File: config.mk
export PLATFORM = sky130hd
export DESIGN_NAME = reg_write_arbiter
export DESIGN_NICKNAME = d
export VERILOG_FILES = /design/src/rtl/reg_arb_pkg.sv /design/src/rtl/reg_write_arbiter_rr_pick.sv /design/src/rtl/reg_write_arbiter.sv
export SDC_FILE = /design/constraint.sdc
export NUM_CORES = 1
export LEC_CHECK = 0
export CORE_MARGIN = 1.5
export CORE_UTILIZATION = 35
export CTS_CLUSTER_SIZE = 14
export DETAILED_ROUTE_END_ITERATION = 10
export GPL_TIMING_DRIVEN = 0
export HOLD_SLACK_MARGIN = 0.12
export PLACE_DENSITY = 0.74
export SLEW_MARGIN = 20
export SYNTH_ARGS = -nofsm -noshare
export SYNTH_HDL_FRONTEND = slang
export SYNTH_SLANG_ARGS = --single-unit
File: constraint.sdc
create_clock -name CLOCK -period 4.5 [get_ports CLOCK]
set_input_delay 0.45 -clock CLOCK [delete_from_list [all_inputs] [get_ports CLOCK]]
set_output_delay 0.45 -clock CLOCK [all_outputs]
set_load 0.05 [all_outputs]
File: src/rtl/reg_arb_pkg.sv
// Shared types and helpers for the round-robin register write arbiter.
package reg_arb_pkg;

  typedef enum logic {
    ARB_IDLE   = 1'b0,
    ARB_LOCKED = 1'b1
  } arb_state_t;

  // Index increment that wraps back to zero at n.
  function automatic int unsigned wrap_inc(input int unsigned idx, input int unsigned n);
    return (idx + 1 >= n) ? 0 : idx + 1;
  endfunction

endpackage

File: src/rtl/reg_write_arbiter_rr_pick.sv
// Combinational round-robin picker: first requester at or after ptr wins.
module rr_pick #(
  parameter int NREQ = 4
) (
  input  logic [NREQ-1:0]         req,
  input  logic [$clog2(NREQ)-1:0] ptr,
  output logic [NREQ-1:0]         gnt,
  output logic                    valid
);
  import reg_arb_pkg::*;

  always_comb begin
    int unsigned idx;
    gnt   = '0;
    valid = 1'b0;
    idx   = 0;
    for (int unsigned k = 0; k < NREQ; k++) begin
      idx = (32'(ptr) + k) % NREQ;
      if (!valid && req[idx]) begin
        gnt[idx] = 1'b1;
        valid    = 1'b1;
      end
    end
  end

endmodule

File: src/rtl/reg_write_arbiter.sv
// Round-robin write arbiter owning one shared register, with bounded lock bursts.
module reg_write_arbiter
  import reg_arb_pkg::*;
#(
  parameter int WIDTH    = 32,
  parameter int NREQ     = 4,
  parameter int MAX_HOLD = 4
) (
  input  logic                    CLOCK,
  input  logic                    RESET,
  input  logic [NREQ-1:0]         REQ,
  input  logic [NREQ-1:0]         LOCK,
  input  logic [NREQ*WIDTH-1:0]   D,
  output logic [NREQ-1:0]         GNT,
  output logic [WIDTH-1:0]        Q,
  output logic [$clog2(NREQ)-1:0] OWNER,
  output logic                    WRITTEN,
  output logic                    BUSY
);

  localparam int PW = $clog2(NREQ);
  localparam int HW = $clog2(MAX_HOLD + 1);

  arb_state_t    state, state_n;
  logic [PW-1:0] ptr, ptr_n;
  logic [PW-1:0] lck, lck_n;
  logic [HW-1:0] hcnt, hcnt_n;

  logic [NREQ-1:0] pick_gnt;
  logic            pick_valid;
  logic [PW-1:0]   win;
  logic            wr;

  rr_pick #(.NREQ(NREQ)) u_pick (
    .req   (REQ),
    .ptr   (ptr),
    .gnt   (pick_gnt),
    .valid (pick_valid)
  );

  // Locked owner bypasses the picker; reset forces the grant low.
  always_comb begin
    GNT = '0;
    if (!RESET) begin
      if (state == ARB_IDLE) GNT = pick_gnt;
      else                   GNT[lck] = REQ[lck];
    end
  end

  always_comb begin
    win = '0;
    for (int unsigned i = 0; i < NREQ; i++) begin
      if (GNT[i]) win = PW'(i);
    end
  end

  assign wr = |GNT;

  always_comb begin
    state_n = state;
    ptr_n   = ptr;
    lck_n   = lck;
    hcnt_n  = hcnt;
    case (state)
      ARB_IDLE: begin
        if (wr && pick_valid) begin
          if (LOCK[win] && (MAX_HOLD > 1)) begin
            state_n = ARB_LOCKED;
            lck_n   = win;
            hcnt_n  = HW'(1);
          end else begin
            ptr_n = PW'(wrap_inc(32'(win), NREQ));
          end
        end
      end
      ARB_LOCKED: begin
        if (wr) begin
          if (!LOCK[lck] || ((hcnt + HW'(1)) == HW'(MAX_HOLD))) begin
            state_n = ARB_IDLE;
            ptr_n   = PW'(wrap_inc(32'(lck), NREQ));
            hcnt_n  = '0;
          end else begin
            hcnt_n = hcnt + HW'(1);
          end
        end else if (!LOCK[lck]) begin
          state_n = ARB_IDLE;
          ptr_n   = PW'(wrap_inc(32'(lck), NREQ));
          hcnt_n  = '0;
        end
      end
      default: state_n = ARB_IDLE;
    endcase
  end

  always_ff @(posedge CLOCK or posedge RESET) begin
    if (RESET) begin
      state   <= ARB_IDLE;
      ptr     <= '0;
      lck     <= '0;
      hcnt    <= '0;
      Q       <= '0;
      OWNER   <= '0;
      WRITTEN <= 1'b0;
    end else begin
      state   <= state_n;
      ptr     <= ptr_n;
      lck     <= lck_n;
      hcnt    <= hcnt_n;
      WRITTEN <= wr;
      if (wr) begin
        Q     <= D[32'(win)*WIDTH +: WIDTH];
        OWNER <= win;
      end
    end
  end

  assign BUSY = (state == ARB_LOCKED);

endmodule

==> run_results.csv <==
group,metric,value,unit
status,status,"completed",
setup_path,crit_type,"reg2out",
power,leakagePower,2.117,nW
placed_design,gp_congestion,0.8854,
clock_tree,clkTransAtPathRegs,0.08,ns
detailed_routing,drt_first_pass_iters,5,
synth,syn-instance-count,384,
setup_path,arrival,3.89,ns
synth,synth_edf_count,0,
die,die_x,98.52,um
detailed_routing,vias,3771,
placed_design,post-place-cells,670,
detailed_routing,viasPerCell,5.562,
sta,setup_viol,0,
final_layout,layout_commonest_cell,"clkdlybuf4s50_1",
final_layout,layout-drive-gt1-share,8.596,%
sta,timing.hold.ws,0.4867,ns
clock_tree,cts_buffers,5,
sta,finalCriticalPeriod,4.342,ns
detailed_routing,routed_wl,11770,um
hold_path,hold_class,"reg2reg",
detailed_routing,wl_per_cell,17.36,um
global_routing,grt_util_all_layers,23.93,%
power,irDropWorstVdd,0.3514,mV
sta,maxSlewHeadroom,57.23,%
setup_path,cp-start-kind,"register",
final_layout,final_cell_mix,"clkdlybuf4s50_1, nand2_1, dfrtp_1",
final_layout,stdcell_count,678,
sta,min_period_over_period,96.48,%
clock_tree,postCtsSetupBuffers,0,
synth,synth_warnings,0,
die,dieArea,9705,um^2
clock_tree,htreeDepth,2,
die,die_y,98.52,um
die,initial_core_util,36.44,%
synth,synth.distinct_cells,49,
detailed_routing,final_antenna_net_count,0,
placed_design,port_buffers,177,
die,rows,34,
setup_path,critPathMaxFanout,10,
clock_tree,insertion_delay,0.29,ns
final_layout,areaGrowthSynthToFinish,64.54,%
synth,synth_area,3193,um^2
sta,maxSlewViolCount,0,
die,coreArea,8763,um^2
sta,hold_violations,0,
global_routing,grt_pass1_wl,18800,um
final_layout,final_nets,721,
synth,synthArstFlopShare,100.0,%
clock_tree,cts_sinks,43,
clock_tree,cts_tree,"done",
final_layout,multi_input_comb_area,1927,um^2
die,ios,178,
final_layout,diodes,0,
placed_design,dp_hpwl,9246,um
sta,max_freq,0.2303,GHz
detailed_routing,route.detailed.drc,0,
setup_path,end_kind,"primary output",
hold_path,whs_path_depth,2,
global_routing,antenna_found_initial,0,
job,drv_cap,0,
sta,finClkSkew,0.01132,ns
final_layout,seq_area,1076,um^2
synth,ys_ff_latch,43,
clock_tree,cts.path.max_buffers,2,
synth,synthFlopType,"dfrtp_1",
synth,ys_seq_area_share,33.70,%
clock_tree,cts-root-buf,"clkbuf_8",
synth,syn_nets,536,
setup_path,reg2reg_depth,13,
synth,syn_area_per_cell,8.315,um^2
global_routing,grt_pass1_vias,3838,
global_routing,grt_max_degree,28,
power,powerDensity,799.3,nW/um^2
detailed_routing,drtIter0Drc,150,
sta,rsz0062_at_grt,"yes",
final_layout,finish.instance_area,5254,um^2
final_layout,num-fill-cells,794,
setup_path,required,4.05,ns
global_routing,grt.overflow.total,0,
placed_design,placed_area,5120,um^2
sta,max_slew.worst_pin.slew,0.6416,ns
[state kept, by name, summed over array words and instances, names as in the netlist]
register / cells
WRITTEN: 1
hcnt: 3
ptr: 2
BUSY: 1
OWNER: 2
Q: 32
lck: 2
[final timing paths]
check / from / to / slack (ns)
max: ptr[1] / GNT[2] / 0.16
min: Q[14] / Q[14] / 0.49
max reg2reg: ptr[1] / Q[24] / 0.43
min reg2reg: Q[14] / Q[14] / 0.49
max in group asynchronous: RESET / hcnt[2] / 3.43
min in group asynchronous: RESET / ptr[1] / 0.57
[metal layers]
metal  vias up  routed length [um]  GRT usage (%)
li1       1790                   -              -
met1      1798                4532          27.81
met2       165                6094          43.99
met3        18                 904          4.752
met4         0                 240          7.584
met5         -                   0              0
[through the flow]
step	setup TNS (ns)	power, W	utilization (%)	worst slack, ns
4_1_cts	0	0.004210	59.98	0.06385
2_1_floorplan	0	0.002880	-	0.9254
6_report	0	0.004199	59.95	0.1584
5_1_grt	-0.03342	0.004503	59.95	-0.03342
3_3_place_gp	-1.230	0.003779	58.20	-0.5984
3_5_place_dp	-0.1965	0.003848	58.42	-0.1965
[what timing repair did]
action / CTS / global route
setup endpoints to repair: 3 / 4
hold buffers: 0 / 0
gates resized for setup: 6 / 5
[power breakdown]
| part | switching, W | leakage (nW) | internal, W |
|---|---|---|---|
| Clock | 0.000137 | 0.0644 | 0.000221 |
| Sequential | 0.000138 | 0.511 | 0.000602 |
| Combinational | 0.00193 | 1.54 | 0.00117 |
[critical path: stages, from the launching register on]
cell             delay, ns
dfrtp_1               0.44
clkbuf_1              0.29
inv_1                 0.24
ha_1                  0.36
buf_6                 0.12
mux2_2                0.36
mux2i_1               0.26
a2111oi_2             0.13
o221a_1               0.25
buf_4                 0.16
inv_2                 0.08
buf_2                 0.24
buf_2                 0.26
clkdlybuf4s15_2       0.40
[area by class of cell]
type,instances,share of cell area (%)
Multi-Input combinational cell,298,36.68
Timing Repair Buffer,178,33.94
Sequential cell,43,20.48
Buffer,31,2.882
Tap cell,108,2.572
Clock buffer,5,1.310
Clock inverter,3,1.286
Inverter,12,0.8573
[synth_stat cells (2+ instances only)]
cell | n | area share, %
a22o_1 | 2 | 0.55
nor2b_1 | 2 | 0.39
buf_2 | 12 | 1.9
a2111oi_0 | 2 | 0.55
a21o_1 | 2 | 0.47
nand2b_1 | 4 | 0.78
o21ai_0 | 8 | 1.3
o22ai_1 | 22 | 4.3
and3_1 | 5 | 0.98
buf_1 | 3 | 0.35
o21ai_1 | 17 | 2.7
dfrtp_1 | 43 | 34
nor2_1 | 22 | 2.6
a31oi_1 | 16 | 3.1
nand2_1 | 85 | 10
mux2_2 | 4 | 1.4
buf_6 | 2 | 0.71
a21oi_1 | 21 | 3.3
mux4_2 | 3 | 2.1
inv_1 | 9 | 1.1
o221ai_1 | 16 | 4.4
inv_2 | 3 | 0.35
a311oi_1 | 16 | 4.4
ha_1 | 14 | 5.5
mux2i_1 | 7 | 2.2
mux2i_4 | 2 | 1.4
nor3_1 | 2 | 0.31
nand3_1 | 6 | 0.94
o211a_1 | 2 | 0.63
clkbuf_1 | 13 | 1.5
[kinds of logic (layout without fill, tap and decap cells)]
logic type               Yosys count  in the layout  synth area share (%)
AO/OA/AOI/OAI                    133            133                 28.60
multiplexers                      18             18                 7.954
buffers and inverters             43            229                 6.113
adder cells (fa/ha/maj)           14             14                 5.486
XOR/XNOR                           1              1                0.2743
flip-flops                        43             43                 33.70
AND/OR/NAND/NOR                  132            132                 17.87
No activity file was read; power rests on OpenSTA's default activity.
